### src/rtl/fcims_pkg.sv
// Shared types and widths for the food-court billing controller and its
// accumulator.
package fcims_pkg;

    typedef enum logic [1:0] {
        ACCEPT  = 2'd0,
        APPLY   = 2'd1,
        PRESENT = 2'd2
    } state_t;

    localparam logic OP_SELL    = 1'b1;
    localparam logic OP_RESTOCK = 1'b0;

    localparam int PRICE_W = 4;
    localparam int QTY_W   = 4;
    localparam int STOCK_W = 4;
    localparam int LINE_W  = 8;

    localparam logic [STOCK_W-1:0] STOCK_MAX = 4'd15;

endpackage

### src/rtl/fcims_bill_accum.sv
// Per-transaction bill accumulator: saturating bill, saturating 4-bit count
// of accepted sales, and a sticky overflow flag, all cleared at checkout.
module fcims_bill_accum
    import fcims_pkg::*;
#(
    parameter int BILL_W = 12
) (
    input  logic              clk,
    input  logic              reset,
    input  logic              clear,
    input  logic              add_en,
    input  logic              inc_item,
    input  logic [LINE_W-1:0] add_val,
    output logic [BILL_W-1:0] bill,
    output logic [3:0]        items,
    output logic              ovf
);

    localparam logic [BILL_W:0] BILL_MAX = {1'b0, {BILL_W{1'b1}}};

    logic [BILL_W:0] sum;

    assign sum = {1'b0, bill} + {{(BILL_W + 1 - LINE_W){1'b0}}, add_val};

    // Reaching the ceiling counts as saturation, so ovf flags any bill pinned at max.
    always_ff @(posedge clk) begin
        if (!reset || clear) begin
            bill  <= '0;
            items <= '0;
            ovf   <= 1'b0;
        end else begin
            if (add_en) begin
                if (sum >= BILL_MAX) begin
                    bill <= BILL_MAX[BILL_W-1:0];
                    ovf  <= 1'b1;
                end else begin
                    bill <= sum[BILL_W-1:0];
                end
            end
            if (inc_item && (items != 4'hF)) begin
                items <= items + 4'd1;
            end
        end
    end

endmodule

### src/rtl/fcims_billing_ctrl.sv
// Sequences line items through the external price/stock datapath, owns the
// stock register, and presents the transaction bill over valid/ready.
//
// state   | meaning
// --------+-----------------------------------------------------------
// ACCEPT  | idle, takes an item or a checkout request
// APPLY   | datapath driven with the latched item, results captured
// PRESENT | bill total held until the consumer takes it
module fcims_billing_ctrl
    import fcims_pkg::*;
#(
    parameter int INIT_STOCK = 0,
    parameter int BILL_W     = 12
) (
    input  logic               clk,
    input  logic               reset,
    input  logic               item_valid,
    output logic               item_ready,
    input  logic               item_op,
    input  logic [PRICE_W-1:0] item_uprice,
    input  logic [QTY_W-1:0]   item_qty,
    output logic               item_ack,
    output logic               item_err,
    input  logic               checkout,
    output logic               total_valid,
    input  logic               total_ready,
    output logic [BILL_W-1:0]  total_bill,
    output logic [3:0]         total_items,
    output logic               bill_ovf,
    output logic [STOCK_W-1:0] stock,
    output logic               fc_reset,
    output logic               fc_ctrl,
    output logic [PRICE_W-1:0] fc_uprice,
    output logic [QTY_W-1:0]   fc_ncel,
    output logic [STOCK_W-1:0] fc_ct,
    input  logic [STOCK_W-1:0] fc_new_ct,
    input  logic [LINE_W-1:0]  fc_fprice
);

    state_t               state_q, state_d;
    logic                 op_q;
    logic [PRICE_W-1:0]   uprice_q;
    logic [QTY_W-1:0]     qty_q;
    logic [STOCK_W-1:0]   stock_q;
    logic                 ack_q, err_q;

    logic [STOCK_W:0]     stock_x, qty_x, restock_sum;
    logic                 sell_bad, restock_bad, item_bad;
    logic                 in_apply, accept_item, legal_sell;

    assign in_apply    = (state_q == APPLY);
    assign accept_item = (state_q == ACCEPT) && item_valid;

    // Legality is judged locally so a wrapping datapath result is never committed.
    assign stock_x     = {1'b0, stock_q};
    assign qty_x       = {1'b0, qty_q};
    assign restock_sum = stock_x + qty_x;
    assign sell_bad    = (op_q == OP_SELL) && (qty_x > stock_x);
    assign restock_bad = (op_q == OP_RESTOCK) && (restock_sum > {1'b0, STOCK_MAX});
    assign item_bad    = sell_bad || restock_bad;
    assign legal_sell  = in_apply && !item_bad && (op_q == OP_SELL);

    always_comb begin
        state_d     = state_q;
        item_ready  = 1'b0;
        total_valid = 1'b0;
        fc_reset    = 1'b1;
        fc_ctrl     = 1'b0;
        fc_uprice   = '0;
        fc_ncel     = '0;
        fc_ct       = '0;
        case (state_q)
            ACCEPT: begin
                item_ready = reset;
                if (item_valid) begin
                    state_d = APPLY;
                end else if (checkout) begin
                    state_d = PRESENT;
                end
            end
            APPLY: begin
                fc_reset  = 1'b0;
                fc_ctrl   = op_q;
                fc_uprice = (op_q == OP_SELL) ? uprice_q : '0;
                fc_ncel   = qty_q;
                fc_ct     = stock_q;
                state_d   = ACCEPT;
            end
            PRESENT: begin
                total_valid = 1'b1;
                if (total_ready) begin
                    state_d = ACCEPT;
                end
            end
            default: state_d = ACCEPT;
        endcase
    end

    always_ff @(posedge clk) begin
        if (!reset) begin
            state_q  <= ACCEPT;
            op_q     <= OP_RESTOCK;
            uprice_q <= '0;
            qty_q    <= '0;
            stock_q  <= STOCK_W'(INIT_STOCK);
            ack_q    <= 1'b0;
            err_q    <= 1'b0;
        end else begin
            state_q <= state_d;
            ack_q   <= in_apply;
            err_q   <= in_apply && item_bad;
            if (accept_item) begin
                op_q     <= item_op;
                uprice_q <= item_uprice;
                qty_q    <= item_qty;
            end
            if (in_apply && !item_bad) begin
                stock_q <= fc_new_ct;
            end
        end
    end

    fcims_bill_accum #(
        .BILL_W (BILL_W)
    ) u_accum (
        .clk      (clk),
        .reset    (reset),
        .clear    (total_valid && total_ready),
        .add_en   (legal_sell),
        .inc_item (legal_sell && (qty_q != '0)),
        .add_val  (fc_fprice),
        .bill     (total_bill),
        .items    (total_items),
        .ovf      (bill_ovf)
    );

    assign item_ack = ack_q;
    assign item_err = err_q;
    assign stock    = stock_q;

endmodule

### config.mk
export PLATFORM = sky130hd
export DESIGN_NAME = fcims_billing_ctrl
export DESIGN_NICKNAME = d
export VERILOG_FILES = /design/src/rtl/fcims_pkg.sv /design/src/rtl/fcims_bill_accum.sv /design/src/rtl/fcims_billing_ctrl.sv
export SDC_FILE = /design/constraint.sdc
export NUM_CORES = 1
export LEC_CHECK = 0
export ABC_CLOCK_PERIOD_IN_PS = 2700
export CORE_MARGIN = 2
export CORE_UTILIZATION = 47
export CTS_CLUSTER_SIZE = 40
export DETAILED_ROUTE_END_ITERATION = 16
export PLACE_DENSITY_LB_ADDON = 0.12
export SLEW_MARGIN = 20
export SYNTH_ARGS = -nofsm -noshare
export SYNTH_HDL_FRONTEND = slang
export SYNTH_SLANG_ARGS = --single-unit
### constraint.sdc
create_clock -name clk -period 2.7 [get_ports clk]
set_input_delay 0.675 -clock clk [delete_from_list [all_inputs] [get_ports clk]]
set_output_delay 0.675 -clock clk [all_outputs]
set_load 0.02 [all_outputs]
==> impl_summary.md, run 1 <==
Floorplan
The floorplan die height is about 71 microns. The chip width is 70.5 microns. The total core area is 4290 sq um. The die covers around 5000 sq um. The starting density of the core is 48.4%. The cell row count is 24. During I/O placement, the number of pins put on the boundary was 65.

Finish
The number of inserted diodes is 0. Counting the fill cells in the layout gives 364. The filler-free cell count of the finished design is 365. The area of all sequential standard cells is a little under 700 sq um.

The area taken by multi-input logic gates is approximately 1400 sq um. Cells with a size suffix above 1 make up 13.7% of the layout. In the layout the commonest cells are 63 x clkdlybuf4s50_1, 34 x dfxtp_1, 22 x nor2_1. The leading cell type in the layout, fill and taps excluded is clkdlybuf4s50_1. The number of nets in the layout is roughly 360.

From synthesis to final layout, the design area changed by 44.4%.

STA
At the pin with the least slew margin, the transition time is 0.397 ns. Clock skew on the completed layout was measured at 0.00270 ns. The final-report max-slew violation count came to 0. The slack of the critical path is roughly 0.14 ns.

Headroom to the max-slew limit came out at 73.4%. The number of failing setup endpoints in the final timing report is 0. The clock period could shrink to 2.56 ns. Derived from the worst setup path, the maximum achievable clock frequency is 390 MHz. In the finished design, the share of the clock period the worst path needs comes to 95.0%.

The number of hold violations in the final report is 0.

Worst hold path
The path class of the tightest hold or removal check is register to register. The start point of the worst hold path is u_accum.items[1].

Place
The minimum setup slack after placement is -0.198 ns. The HPWL after detailed placement is approximately 4000 microns. The number of instances in the placed design is 357.

The count of input and output buffers is 64. At the end of routability-driven placement, the weighted congestion stood at 0.840.

CTS
The maximum buffer depth of the clock tree is 2. The H-tree was split into 2 levels. The TritonCTS sink count is 34. The number of clock buffers inserted by TritonCTS is 5. The clock-pin transition on the worst setup and hold timing paths is 0.07 ns.

The later pin in the worst-skew pair is clocked with a latency of 0.29 ns. The tree is rooted in a clkbuf_8. The CTS tree is yes.

Setup path
The worst register-to-register path begins at stock[1]. The slowest stage cell on the critical path is clkdlybuf4s50_1. The launching element type of the critical path is a register.

The critical path data required time is slightly above 2 ns. The data arrival time of the critical path is around 1.9 ns. In this design, the stage delay of the slowest critical-path cell is 0.60 ns. The critical path startpoint is state_q[0]. The critical path goes through nor2b_1 -> buf_4 -> inv_1 -> nor2_1 -> clkdlybuf4s50_1.

The setup path with the least slack is of type register to primary output. The worst-path maximum fanout is 11. The worst setup path is captured at a primary output.

GRT
Global routing used 21.7% of the available tracks across all layers. The maximum number of pins on one net before global-route repair is 18. The total global routing overflow is 0. The via count of the first global-routing pass is around 1900. The initial antenna violation count came to 0. The first global-routing pass estimated 8670 microns of wire.

Power
The worst-case IR drop observed on VDD is 0.310 mV. After layout, the design draws a total of 1.26 mW. For this design the ratio of total power to cell area is 420 nW/um^2. The analysis attributes to cell leakage a power of ~1.3 nW.

Synthesis
The cell area after technology mapping is 2080 sq um. The synthesized net count is 275. The largest total area in the synthesized netlist belongs to dfxtp_1. The synthesized netlist contains a little under 50 unique library cells. In this run, synthesis inferred 0 flip-flops with an integrated enable.

Of all flip-flops after synthesis, the portion carrying an async set or reset was 0%. In this run the mean area of a mapped cell was approximately 9.0 sq um. For this run, the leading register cell type out of synthesis is dfxtp_1. The post-synthesis cell count is ~230.

For this run, the register share of the synthesized area comes to 32.7%. Counting flops and latches in the post-synthesis netlist gives 34. The area fraction of the dominant cell type after synthesis is 32.7%. Ranked by total cell area, the synthesized netlist is headed by dfxtp_1 33%, ha_1 9.6%, mux2i_1 5.8%. The Yosys step of the flow raised 0 warnings.

Detailed routing
The routed layout has 1933 vias. The count of routing violations after the opening detailed-route iteration is 83. Wires add up to 5130 microns.

The number of nets still failing antenna checks after routing is 0. The detailed-routing iteration count for the pre-antenna-repair pass is 4. After detailed routing, the number of vias per cell comes to between 5 and 6. After detailed routing, the average wire length per cell comes to 14.1 microns. The number of remaining DRC errors is 0.

Outcome
The run finished with clean final reports.

Run
The number of maximum-capacitance constraint violations is 0.
critical path: cells and delay by family (launching register included):
kind | cells | cell delay, ns
simple gates | 2 | 0.26
buf+inv | 3 | 0.88
flops | 1 | 0.45
layout make-up:
| class | count | area share [%] |
|---|---|---|
| clock buffers | 5 | 2.29 |
| clock inverters | 3 | 1.33 |
| inverters | 9 | 1.13 |
| multi-input cells | 182 | 45.0 |
| flip-flops and latches | 34 | 22.7 |
| well taps | 52 | 2.17 |
| repair buffers | 80 | 25.4 |
cells in the mapped netlist (all sizes together) (3+ instances only):
cell,n
buf,4
dfxtp,34
xor2,8
nand3,5
inv,9
and2,6
o21ai,13
nand4,4
mux2i,12
nor2b,17
a21oi,15
a31oi,6
nor2,23
xnor2,6
ha,16
a21o,3
nand2,11
and3,6
nor3,7
per-layer routing:
layer,vias up,GRT usage (%),wire [microns]
li1,974,-,-
met4,0,8.97,121
met5,-,0,0
met2,52,34.6,2420
met3,11,4.04,206
met1,896,29.0,2380
where the power goes:
part | switching, mW | internal, mW | total (mW)
clock network | 0.194 | 0.272 | 0.466
logic | 0.126 | 0.130 | 0.256
registers | 0.0205 | 0.521 | 0.541
total | 0.340 | 0.922 | 1.26
what timing repair did:
action | 4_1_cts | 5_1_grt
setup endpoints to repair | 0 | 2
gates resized for setup | 0 | 3
buffers inserted | 0 | 0
hold buffers | 0 | 0
final timing paths:
| path | slack [ns] | endpoint | depth (start not counted) |
|---|---|---|---|
| worst max register to register | 0.49 | u_accum.ovf | 7 |
| worst min-delay path | 0.50 | u_accum.items[1] | 2 |
| worst min register to register | 0.50 | u_accum.items[1] | 2 |
| worst max-delay path | 0.14 | fc_ct[3] | 5 |
logic make-up after synthesis:
kind of cell	Yosys count	synth area share [%]
AO/OA/AOI/OAI	52	18.1
XOR/XNOR	14	5.90
adder cells (fa/ha/maj)	18	11.6
buffers and inverters	15	3.13
flip-flops	34	32.7
multiplexers	12	5.78
AND/OR/NAND/NOR	86	22.9
metrics by stage:
step / setup TNS (ns) / utilization (%) / cell area [sq um] / hold WS (ns)
final: 0 / 69.9 / 3000 / 0.501
after global routing: -0.0251 / 69.9 / 3000 / 0.541
after CTS: 0 / 69.6 / 2990 / 0.500
after detailed placement: -0.388 / 67.0 / 2880 / 0.487
after global placement: -0.277 / 67.0 / 2880 / 0.482
after floorplan: 0 / - / 2080 / 0.474
state kept, by name (all words and copies together), names as in the netlist:
signal,cells
item_ack,1
item_err,1
op_q,1
qty_q,4
state_q,2
stock,4
u_accum.bill,12
u_accum.items,4
u_accum.ovf,1
uprice_q,4
No activity file was read; power rests on OpenSTA's default activity.
==> run 2, diff against run 1 <==
--- a/config.mk
+++ b/config.mk
@@ -14,4 +14,5 @@
 export SLEW_MARGIN = 20
 export SYNTH_ARGS = -nofsm -noshare
 export SYNTH_HDL_FRONTEND = slang
+export SYNTH_HIERARCHICAL = 1
 export SYNTH_SLANG_ARGS = --single-unit
==> run 2 against run 1 <==
Synthesized cell count fell by 3.0%. Design area fell by 2.3%. Power fell by 11%. Sequential power fell by 0.7%. Routed wire length fell by 5.8%. Clock power fell by 24%. Largest power group unchanged.
==> impl_summary.md, run 2 <==
Outcome
The run finished with clean final reports.

Finish
The flip-flop count of the largest register after layout was 12 (unchanged). The fraction of layout cells with a size suffix above 1 is 13.9% (+0.17 points). The register name with the most flops is u_accum/bill.

The leading cell type in the layout, fill and taps excluded is clkdlybuf4s50_1. The area growth from synthesis to layout is 42.0%. The total of fill cells in the finished design is 388 (+6.6%). The number of inserted diodes is 0 (unchanged).

In the layout the commonest cells are 64 x clkdlybuf4s50_1, 34 x dfxtp_1, 19 x nand2_1. The number of nets in the layout is 346 (-2.8%). The area taken by multi-input logic gates is 1310 sq um (-2.8%). The area of all sequential standard cells is 681 sq um (unchanged). The final core area utilization is 68.3% (-1.6 points).

Detailed routing
The detail-routed via count per cell is 5.28 (-0.31%). The wire length after detailed routing is 4830 microns (-5.8%). The detailed-routing iteration count for the pre-antenna-repair pass is 4 (unchanged). The wire length per cell after detailed routing is 13.7 microns (-2.8%). The number of remaining DRC errors is 0 (unchanged).

The total number of vias is 1869 (-3.3%). The number of nets still failing antenna checks after routing was 0 (unchanged). The count of routing violations after the opening detailed-route iteration is 64 (-23%).

STA
The slew of the pin with the lowest slew margin is 0.391 ns (-0.00548 ns). The period utilization is 96.3% (+1.3 points). The worst relative slew slack is 73.9% (+0.48 points). The number of hold violations in the final report is 0 (unchanged). The final-report max-slew violation count is 0 (unchanged). The achievable clock frequency is 385 MHz (-1.4%). The final critical path time including I/O delays and setup is 2.60 ns (+0.0354 ns). The slack of the critical path is 0.100 ns (-0.0354 ns). The worst-case hold slack is 0.504 ns (+0.00247 ns).

The number of failing setup endpoints in the final timing report is 0 (unchanged). Setup repair after global routing left no endpoint under its margin. The clock skew after layout came to 0.00664 ns (+0.00394 ns).

Synthesis
The count of state elements after synthesis is 34 (unchanged). The count of synthesis-stage warnings from yosys came to 6 (+6). The synthesized area per cell is 9.22 sq um (+2.4%). The fraction of the mapped netlist area in compound gates is 18.5% (+0.42 points). The post-synthesis simple-gate area fraction is 23.4% (+0.52 points). After synthesis, the cell types taking the most area are dfxtp_1 33%, ha_1 9.7%, mux2i_1 5.8%. The synthesized-area fraction occupied by adder cells came to 11.6% (+0.077 points). The synthesized net count was 268 (-2.5%). The area fraction of the dominant cell type after synthesis is 32.9% (+0.22 points). The main combinational cell family by area after synthesis is simple AND/OR/NAND/NOR gates. The cell area after technology mapping came to 2070 sq um (-0.66%).

The number of library cell types mapped by synthesis is 51 (+4.1%). The multiplexer share of the synthesized area is 5.81% (+0.038 points). The flip-flop cell with the highest count after synthesis is dfxtp_1.

The count of flip-flops with a built-in enable after synthesis was 0 (unchanged). The proportion of synthesized flip-flops having asynchronous set or reset came to 0% (unchanged). Of all cell types, the one taking the most synthesized area is dfxtp_1. In the post-synthesis netlist, the cell with the most instances is dfxtp_1. The xor/xnor cell area share of the yosys netlist is 3.82% (-2.1 points). The proportion of synthesized chip area in sequential cells came to 32.9% (+0.22 points). The post-synthesis cell count is 224 (-3.0%). The commonest cells after synthesis are 34 x dfxtp_1, 19 x nand2_1, 16 x ha_1.

Setup path
In this run the critical register-to-register path is launched from stock[3]. The reg-to-reg setup timing slack was 0.34 ns (-0.15 ns). The data arrival time of the critical path is 1.92 ns (+0.03 ns).

The worst-path maximum fanout was 2 (-9). The number of cells on the worst reg-to-reg path is 9 (+2). The launching element type of the critical path is an input pin. The worst setup path is of the input pin to primary output kind. The capture instance of the worst register-to-register path is u_accum/ovf. The critical path data required time is 2.03 ns (about the same).

The sort of element at the end of the critical path is a primary output.

Worst hold path
The hold path depth is 2 (unchanged). The start point of the worst hold path is u_accum/items[1]. The worst hold path terminates at u_accum/items[1]. The tightest min-delay check is of the register to register type.

Floorplan
The floorplan die height is 70.3 microns (-0.31%). The chip width came to 70.3 microns (-0.31%). The starting density of the core came to 48.1% (-0.32 points).

The cell row count is 24 (unchanged). The number of top-level pins came to 65 (unchanged). The total core area was 4290 sq um (unchanged). The floorplan die area is 4940 sq um (-0.62%).

Power
The highest ir drop seen on vdd is 0.294 mV (-5.3%). The leakage power is 1.20 nW (-5.6%). The power per cell area came to 385 nW/um^2 (-8.4%).

CTS
The clock latency of the later-clocked register in the worst-skew pair is 0.29 ns (about the same). The TritonCTS sink count is 34 (unchanged). The maximum buffer depth of the clock tree is 2 (unchanged). The total of cells resized after clock tree synthesis is 0 (unchanged). The H-tree depth reported by CTS was 2 (unchanged). In this run the clock root is driven by a clkbuf_8. TritonCTS built the clock tree. The hold-fix buffer count after cts is 0 (unchanged). The number of post-CTS setup repair buffers is 0 (unchanged). The clock-pin transition on the worst setup and hold timing paths is 0.07 ns (about the same). The number of clock buffers inserted by TritonCTS is 5 (unchanged).

Place
The minimum setup slack after placement is -0.197 ns (+0.00134 ns). The final estimated routing congestion in global placement is 0.778 (-7.4%). The HPWL after detailed placement was 3660 microns (-8.7%). The count of input and output buffers was 64 (unchanged).

GRT
The initial antenna violation count is 0 (unchanged). The total global routing overflow is 0 (unchanged). The first-pass GRT wire length came to 8120 microns (-6.4%).

The global-route usage over all layers came to 20.6% (-1.1 points). The maximum number of pins on one net before global-route repair is 22 (+4). The via count of the first global-routing pass is 1809 (-5.1%).

Run
The number of maximum-capacitance constraint violations is 0 (unchanged).
==> run 2: worst max-delay path by stage <==
stage	start	to	slack, ns
after global routing	fc_fprice[0]	u_accum/bill[8]	0.007
final	reset	item_ready	0.10
after detailed placement	fc_fprice[0]	u_accum/bill[9]	-0.20
after CTS	state_q[0]	fc_ct[3]	0.04
after global placement	fc_fprice[0]	u_accum/bill[9]	-0.17
after floorplan	fc_fprice[0]	u_accum/bill[2]	0.22
==> run 2: cell families after synthesis <==
| logic type | count (synthesis) |
|---|---|
| compound gates | 46 |
| buf+inv | 18 |
| mux | 12 |
| fa+ha+maj | 18 |
| simple gates | 87 |
| flops | 34 |
| xor+xnor | 9 |
==> run 2: where the power goes <==
group	leakage, nW	internal, mW	switching (mW)	total, mW
sequential	0.276	0.519	0.0180	0.537
combinational	0.881	0.128	0.110	0.238
clock	0.0438	0.173	0.181	0.354
total	1.20	0.820	0.309	1.13
==> run 2: worst max-delay path: stages <==
cell and delay, ns:
clkdlybuf4s50_1 0.48, nand2b_1 0.07, nor2_1 0.09, clkdlybuf4s50_1 0.61
==> run 2: layout make-up <==
class                      instances  share of cell area (%)
timing repair buffer              80                    25.9
clock inverter                     2                   0.341
tap                               52                    2.22
sequential                        34                    23.2
inverter                           9                    1.15
multi-input combinational        172                    44.8
clock buffer                       5                    2.35
==> run 2: metal layers <==
layer	up-vias	GRT usage, %	routed length [microns]
li1	953	-	-
met1	855	26.8	2310
met2	54	32.2	2160
met3	7	5.48	283
met4	0	8.76	75
met5	-	0	0
==> run 2: per-stage QoR <==
stage | total power, mW | instance area (sq um) | TNS [ns] | std cells
floorplan | 0.681 | 2070 | 0 | 224
global placement | 0.781 | 2840 | -2.00 | 347
detailed placement | 0.785 | 2840 | -2.28 | 347
CTS | 1.14 | 2920 | 0 | 354
global route | 1.19 | 2930 | 0 | 354
finish | 1.13 | 2930 | 0 | 354
==> run 3, diff against run 2 <==
==> constraint.sdc (replaced) <==
create_clock -name clk -period 2.7 [get_ports clk]
set_input_delay 0.675 -clock clk [delete_from_list [all_inputs] [get_ports clk]]
set_output_delay 0.675 -clock clk [all_outputs]
set_load 0.05 [all_outputs]
==> run 3 against run 2 <==
Sequential share of layout area fell by 0.44 points. Global-route usage increased by 1.1 points. Register-to-register slack better by 0.05 ns. Highest routed layer unchanged.
==> impl_summary.md, run 3 (synthesis gave the netlist of run 2 again) <==
Finish
The signed area change from the synthesized netlist to the final layout is 44.7%. The fraction of layout cells with a size suffix above 1 is 20.3% (+6.4 points). The filler-free cell count of the finished design is 358 (+1.1%). The total of fill cells in the finished design is 362 (-6.7%). The register name with the most flops is u_accum/bill. The post-route standard cell area excluding fillers was 2990 sq um (+1.9%). The number of inserted diodes came to 0 (unchanged). The flip-flop count of the largest register after layout is 12 (unchanged).

The leading cell type in the layout, fill and taps excluded is clkdlybuf4s50_1. The number of nets in the layout is 349 (+0.87%). The final core area utilization is 69.6% (+1.3 points).

In the layout the commonest cells are 49 x clkdlybuf4s50_1, 34 x dfxtp_1, 31 x buf_4.

GRT
The maximum number of pins on one net before global-route repair came to 17 (-23%). The via count of the first global-routing pass was 1844 (+1.9%). The first-pass GRT wire length is 8550 microns (+5.3%). The initial antenna violation count is 0 (unchanged).

The global-route usage over all layers is 21.7% (+1.1 points). The total global routing overflow is 0 (unchanged).

STA
The number of failing setup endpoints in the final timing report is 0 (unchanged). The clock skew after layout is 0.00593 ns (-0.000711 ns). The worst relative slew slack is 66.3% (-7.7 points). The number of hold violations in the final report is 0 (unchanged). The period utilization is 96.5% (+0.19 points). The final setup TNS is 0 ns (unchanged). The slew of the pin with the lowest slew margin is 0.505 ns (+0.113 ns). Setup repair after global routing left no endpoint under its margin. The final-report max-slew violation count is 0 (unchanged). The achievable clock frequency was 384 MHz (-0.20%). The final critical path time including I/O delays and setup was 2.60 ns (+0.00514 ns).

Setup path
The data arrival time of the critical path was 2.81 ns (+0.89 ns). The worst-path maximum fanout is 2 (unchanged). The worst setup path category is input pin to register.

The slowest stage cell on the critical path is clkdlybuf4s50_1. The buffering stage count on the worst path with inverters included is 2 (unchanged). The critical path data required time is 2.90 ns (+0.87 ns).

The category of cells accounting for the largest share of critical-path delay is compound AO/OA/AOI/OAI gates. The sort of element at the end of the critical path is a register. Walking the worst path, the cells encountered are clkdlybuf4s50_1 -> fa_2 -> a21o_1 -> buf_4 -> a21oi_1 -> xnor2_1 -> nand4_1 -> o41ai_2. STA classifies the critical path startpoint as an input pin.

The worst stage delay on the critical path is 0.48 ns (-0.13 ns).

Floorplan
The cell row count came to 24 (unchanged). The total core area is 4290 sq um (unchanged). The floorplan die area is 4940 sq um (unchanged). The number of top-level pins is 65 (unchanged). The starting density of the core is 48.1% (unchanged).

The floorplan die height is 70.3 microns (unchanged). The chip width is 70.3 microns (unchanged).

CTS
The root buffer cell is clkbuf_8. TritonCTS built the clock tree. The hold-fix buffer count after cts was 0 (unchanged). The maximum buffer depth of the clock tree was 2 (unchanged).

The clock latency of the later-clocked register in the worst-skew pair was 0.29 ns (about the same). The H-tree depth reported by CTS is 2 (unchanged). The TritonCTS sink count was 34 (unchanged).

The clock-pin transition on the worst setup and hold timing paths is 0.07 ns (about the same). The number of clock buffers inserted by TritonCTS was 5 (unchanged).

Detailed routing
The number of nets still failing antenna checks after routing is 0 (unchanged). The wire length after detailed routing is 5200 microns (+7.6%). The count of routing violations after the opening detailed-route iteration came to 121 (+89%). The wire length per cell after detailed routing came to 14.5 microns (+6.4%).

The total number of vias is 1916 (+2.5%). The number of remaining DRC errors came to 0 (unchanged). The detail-routed via count per cell is 5.35 (+1.4%). The detailed-routing iteration count for the pre-antenna-repair pass is 4 (unchanged).

Power
The highest ir drop seen on vdd came to 0.250 mV (-15%). The proportion of power drawn by combinational gates came to 21.2% (about the same). The power share of the sequential group is 42.3% (-5.3 points). The relative contribution of the clock network to total power is 36.5% (+5.2 points). The internal power component is 0.925 mW (+13%).

The power per cell area is 425 nW/um^2 (+11%). The switching power as a share of total power is 27.3% (-0.093 points). The net switching component of the power came to 0.347 mW (+12%). The leakage power is 1.26 nW (+5.1%).

Worst hold path
The kind of path behind the tightest hold check is register to register.

Place
The cell area after placement is 2820 sq um (-0.79%). The count of input and output buffers is 64 (unchanged). The HPWL after detailed placement came to 3650 microns (-0.22%). The number of instances in the placed design is 347 (unchanged).

The final estimated routing congestion in global placement was 0.758 (-2.6%).

Outcome
The run finished with clean final reports.

Run
The number of maximum-capacitance constraint violations is 0 (unchanged).
## run 3: cell types whose count changed in the layout (fill, tap and decap cells not counted), moves of 2 or more
cell,before,now
clkdlybuf4s50_1,64,49
clkbuf_1,0,2
buf_4,16,31
clkinv_2,2,0
## run 3: per-stage QoR
stage	setup WS (ns)	hold slack [ns]	total power, mW
floorplan	0.0863	0.474	0.709
global placement	-0.169	0.482	0.811
detailed placement	-0.234	0.498	0.814
CTS	0.0509	0.516	1.28
global route	0.0643	0.543	1.33
finish	0.0952	0.513	1.27
## run 3: per-layer routing
metal  part of all wire, %  up-vias  global-route usage [%]
li1                      -      963                       -
met1                    46      869                    29.0
met2                    46       74                    33.6
met3                   6.3       10                    4.91
met4                   2.2        0                    9.19
met5                     0        -                       0
## run 3: power groups by stage
stage | sequential [mW] | combinational (mW) | clock (mW)
2_1_floorplan | 0.568 | 0.141 | 0
3_3_place_gp | 0.549 | 0.262 | 0
3_5_place_dp | 0.549 | 0.264 | 0
4_1_cts | 0.538 | 0.266 | 0.472
5_1_grt | 0.541 | 0.294 | 0.494
6_report | 0.538 | 0.270 | 0.464
## run 3: worst min-delay path, delay by kind of cell (launching register included)
kind / cells / cell delay [ns]
DFF: 1 / 0.33
muxes: 1 / 0.06
and+or+nand+nor: 1 / 0.09
## run 3: path summary, 6_finish.rpt
kind                startpoint              end  slack, ns  depth (start not counted)
setup / recovery  fc_fprice[1]      u_accum/ovf        0.1                          8
hold / removal     uprice_q[2]      uprice_q[2]       0.51                          2
setup reg to reg      stock[1]  u_accum/bill[9]       0.39                          9
hold reg to reg    uprice_q[2]      uprice_q[2]       0.51                          2
## run 3: final cells by class
cell class | instances | area [sq um] | area share (%)
inverters | 9 | 33.8 | 1.13
multi-input cells | 173 | 1350 | 45.1
clock inverters | 1 | 30.0 | 1.00
well taps | 52 | 65.1 | 2.18
flip-flops and latches | 34 | 681 | 22.8
repair buffers | 82 | 756 | 25.3
clock buffers | 7 | 76.3 | 2.55
## run 3: timing repair
action,in CTS,in global routing
setup buffers,0,2
setup endpoints to repair,0,11
resized for setup,0,8
==> RTL edit 1, RTL diff (settings of run 1) <==
`BILL_W` is set to 12 in 2 places; all go to 18.
--- a/src/rtl/fcims_bill_accum.sv
+++ b/src/rtl/fcims_bill_accum.sv
@@ -4,5 +4,5 @@
     import fcims_pkg::*;
 #(
-    parameter int BILL_W = 12
+    parameter int BILL_W = 18
 ) (
     input  logic              clk,
--- a/src/rtl/fcims_billing_ctrl.sv
+++ b/src/rtl/fcims_billing_ctrl.sv
@@ -11,5 +11,5 @@
 #(
     parameter int INIT_STOCK = 0,
-    parameter int BILL_W     = 12
+    parameter int BILL_W     = 18
 ) (
     input  logic               clk,
Interface: changed (resized total_bill); port bits go from 65 to 71. The function was not compared with the original's and may differ.
==> RTL edit 1 against run 1 <==
  * The flow now finishes with violations (setup timing)
  * Power rose by 5.4%
  * Worst setup slack got worse by 0.41 ns
  * Sequential cell count rose by 6
  * Die area rose by 19%
  * Utilization rose by 8.3 points
  * Routed wire length rose by 57%
  * Hold slack got worse by 0.037 ns
  * Design area rose by 34%
  * Synthesized area rose by 20%
  * Fmax fell by 14%
  * Final cell count rose by 36%
==> RTL edit 1: results <==
export IMPL_status="finished, violations left"
export IMPL_drt_iter0_markers=155
export IMPL_gp_congestion=0.869
export IMPL_port_buffer_count=70
export IMPL_yosys_top_cells_count="dfxtp_1, nor2_1, a21oi_1, nand2_1, nor2b_1"
export IMPL_finalSetupViolCount=13
export IMPL_synth_seq_area_share=0.320
export IMPL_skew_ns=0.00587
export IMPL_stdcell_count=498
export IMPL_fin_nets=471
export IMPL_wirelength_um=8080
export IMPL_fill_cells=378
export IMPL_p_switching_uw=391
export IMPL_syn_area_per_cell_um2=8.27
export IMPL_synth_cell_type_count=48
export IMPL_violations="setup timing"
export IMPL_path_clk_slew_ns=0.09
export IMPL_vdd_drop_max_mv=0.253
export IMPL_leakage_uw=0.00160
export IMPL_grt_pass1_wl_um=12500
export IMPL_fin_tns_setup_ns=-2.71
export IMPL_routed_via_density=5.45
export IMPL_dp_slack_ns=-1.01
export IMPL_place_inst=477
export IMPL_setup_slack_ns=-0.274
export IMPL_synthTopCellsByArea="dfxtp_1, ha_1, mux2i_1"
export IMPL_hpwl_um=5510
export IMPL_max_slew_margin_rel=0.655
==> RTL edit 1: changes by cell type after synthesis, sizes merged, moves of 5 or more <==
cell / delta
a21oi: +6
and2: +5
clkbuf: +6
dfxtp: +6
inv: +5
nand2: +8
nor2: +12
o21ai: +6
==> RTL edit 1: kinds of logic after synthesis <==
family / count (synthesis) / synth area share
simple gates: 122 / 0.254
compound gates: 72 / 0.191
flops: 40 / 0.320
buf+inv: 26 / 0.0460
fa+ha+maj: 18 / 0.0959
mux: 13 / 0.0519
xor+xnor: 12 / 0.0420
==> RTL edit 1: final cells by class <==
type	instances	area share
multi-input cells	238	0.462
clock buffers	5	0.0171
inverters	14	0.0131
well taps	70	0.0218
clock inverters	3	0.00467
flip-flops and latches	40	0.199
repair buffers	128	0.282
==> RTL edit 1: timing repair <==
action | 4_1_cts | 5_1_grt
pin swaps | 27 | 20
cloned | 0 | 1
setup endpoints to repair | 18 | 26
gates resized for setup | 37 | 16
setup buffers | 8 | 4
==> RTL edit 1: worst paths after layout <==
path                   startpoint                to  slack [ns]  cells after the start
setup / recovery     fc_fprice[0]  u_accum.bill[12]       -0.27                     16
hold / removal        u_accum.ovf       u_accum.ovf        0.46                      2
setup reg to reg  u_accum.bill[0]  u_accum.bill[12]       -0.22                     15
hold reg to reg       u_accum.ovf       u_accum.ovf        0.46                      2
==> RTL edit 1: power by group through the flow <==
stage,clock (µW),combinational (µW),sequential (µW)
after floorplan,0,129,642
after global placement,0,255,636
after detailed placement,0,261,637
after CTS,413,271,624
after global routing,435,309,627
final,419,286,625
==> RTL edit 1: metal layers <==
metal | GRT usage | up-vias | part of all wire
li1 | - | 1320 | -
met1 | 0.338 | 1290 | 0.43
met2 | 0.449 | 90 | 0.50
met3 | 0.0412 | 14 | 0.052
met4 | 0.0786 | 0 | 0.014
met5 | 0 | - | 0
==> RTL edit 1: worst max-delay path, stage by stage <==
cell	delay, ns
buf_6	0.07
ha_4	0.15
inv_2	0.04
fa_2	0.39
buf_6	0.13
nand2b_4	0.15
a21oi_2	0.23
o21ai_2	0.11
buf_4	0.15
buf_4	0.13
a31oi_2	0.23
a2111oi_4	0.08
buf_4	0.17
buf_6	0.11
o21a_1	0.16
o221a_1	0.20
==> RTL edit 1: stage by stage <==
stage	cell area [µm²]	hold WS [ns]	utilization
after floorplan	2570	0.474	-
after detailed placement	3650	0.457	0.710
after global placement	3650	0.445	0.710
final	4020	0.465	0.782
after global routing	4020	0.517	0.782
after CTS	3900	0.470	0.758
==> RTL edit 2, RTL diff (config.mk and constraints of run 1) <==
Without the edit above. Put a register stage on the output `bill_ovf`. The value now appears one clock later. The other outputs are not delayed to match.
--- a/src/rtl/fcims_billing_ctrl.sv
+++ b/src/rtl/fcims_billing_ctrl.sv
@@ -37,4 +37,6 @@
     input  logic [LINE_W-1:0]  fc_fprice
 );
+
+    logic bill_ovf_d;
 
     state_t               state_q, state_d;
@@ -132,5 +134,5 @@
         .bill     (total_bill),
         .items    (total_items),
-        .ovf      (bill_ovf)
+        .ovf      (bill_ovf_d)
     );
 
@@ -139,4 +141,8 @@
     assign stock    = stock_q;
 
+    always_ff @(posedge clk) begin
+        bill_ovf <= bill_ovf_d;
+    end
+
 endmodule
 
Function: same outputs for any inputs over 10 cycles, from zero or initial values and one cycle with reset low; that may be too few to reach the edited logic, so the function may still have changed.
==> RTL edit 2 against run 1 <==
  * Worst setup slack improved by 0.0069 ns
  * Design area increased by 0.21%
  * Largest power group unchanged
  * Highest routed layer unchanged
  * Synthesized cell count increased by 0.43%
  * Synthesized area increased by 0.96%
  * Sequential cell count increased by 1
  * Sequential share of layout area increased by 0.62 points
  * Routed wire length decreased by 0.92%
  * Critical endpoint is now u_accum.ovf
  * Power decreased by 2.7%
==> RTL edit 2: results <==
export IMPL_dp_slack_ns=-0.215
export IMPL_drive_gt1_frac=0.131
export IMPL_use_met1=0.265
export IMPL_power_frac_comb=0.208
export IMPL_leakage_uw=0.00126
export IMPL_worstHoldPathCells=0
export IMPL_min_delay_start="u_accum.ovf"
export IMPL_r2r_slack_ns=0.47
export IMPL_dr_wl_met2_um=2420
export IMPL_hpwl_um=3890
export IMPL_synth_cell_type_count=49
export IMPL_cts_path_max_buffers=2
export IMPL_skew_ns=0.00837
export IMPL_synthTopCellsByArea="dfxtp_1, ha_1, mux2i_1"
export IMPL_p_switching_uw=329
export IMPL_path_max_fanout=2
export IMPL_wirelength_met1_um=2360
export IMPL_grtUsageMet2=0.335
export IMPL_grt_pass1_wl_um=8220
export IMPL_cts_buffers=5
export IMPL_place_inst=356
export IMPL_status="finished, final reports clean"
export IMPL_arrival_ns=2.74
export IMPL_drt_iter0_markers=81
export IMPL_wirelength_um=5080
export IMPL_top_register="u_accum.bill"
export IMPL_gr_max_usage_layer="met2"
export IMPL_crit_end="u_accum.ovf"
export IMPL_vdd_drop_max_mv=0.267
export IMPL_cp_slowest_stage_delay_ns=0.40
export IMPL_whs_endpoint="bill_ovf"
export IMPL_crit_family="simple AND/OR/NAND/NOR gates"
export IMPL_grt_pass1_vias=1842
export IMPL_syn_nets=276
export IMPL_grt_use_met3=0.0427
export IMPL_r2r_cells=7
export IMPL_tightest_slew_ns=0.384
export IMPL_setup_slack_ns=0.143
export IMPL_wl_met3_um=257
export IMPL_routed_via_density=5.33
export IMPL_gp_congestion=0.904
export IMPL_cp_startpoint="fc_fprice[0]"
export IMPL_p_seq_frac=0.453
export IMPL_wl_per_cell_um=14.0
export IMPL_fin_hold_ws_ns=0.361
export IMPL_yosys_top_cells_count="dfxtp_1, nor2_1, ha_1, nor2b_1, a21oi_1"
export IMPL_synth_seq_area_share=0.334
export IMPL_syn_area_per_cell_um2=9.05
export IMPL_cp_slowest_cell="clkdlybuf4s50_1"
export IMPL_track_usage=0.203
## RTL edit 2: area by class of cell
class	count	area, µm²
multi-input cells	182	1360
fillers	376	1320
repair buffers	78	748
flip-flops and latches	35	701
clock buffers	8	100
well taps	52	65.1
inverters	9	33.8
## RTL edit 2: through the flow
step	instance area, µm²	power (µW)	util
CTS	2980	1240	0.690
global route	3010	1280	0.696
finish	3010	1230	0.696
detailed placement	2880	821	0.667
floorplan	2100	712	-
global placement	2880	816	0.667
## RTL edit 2: kinds of logic after synthesis
logic type / count (synthesis) / synth area share
AO/OA/AOI/OAI: 52 / 0.179
XOR/XNOR: 14 / 0.0584
adder cells (fa/ha/maj): 18 / 0.114
buffers and inverters: 15 / 0.0310
flip-flops: 35 / 0.334
multiplexers: 12 / 0.0572
AND/OR/NAND/NOR: 86 / 0.226
## RTL edit 2: what timing repair did
action                     in CTS  in global routing
setup endpoints to repair       0                  2
setup buffers                   0                  0
gates resized for setup         0                  5
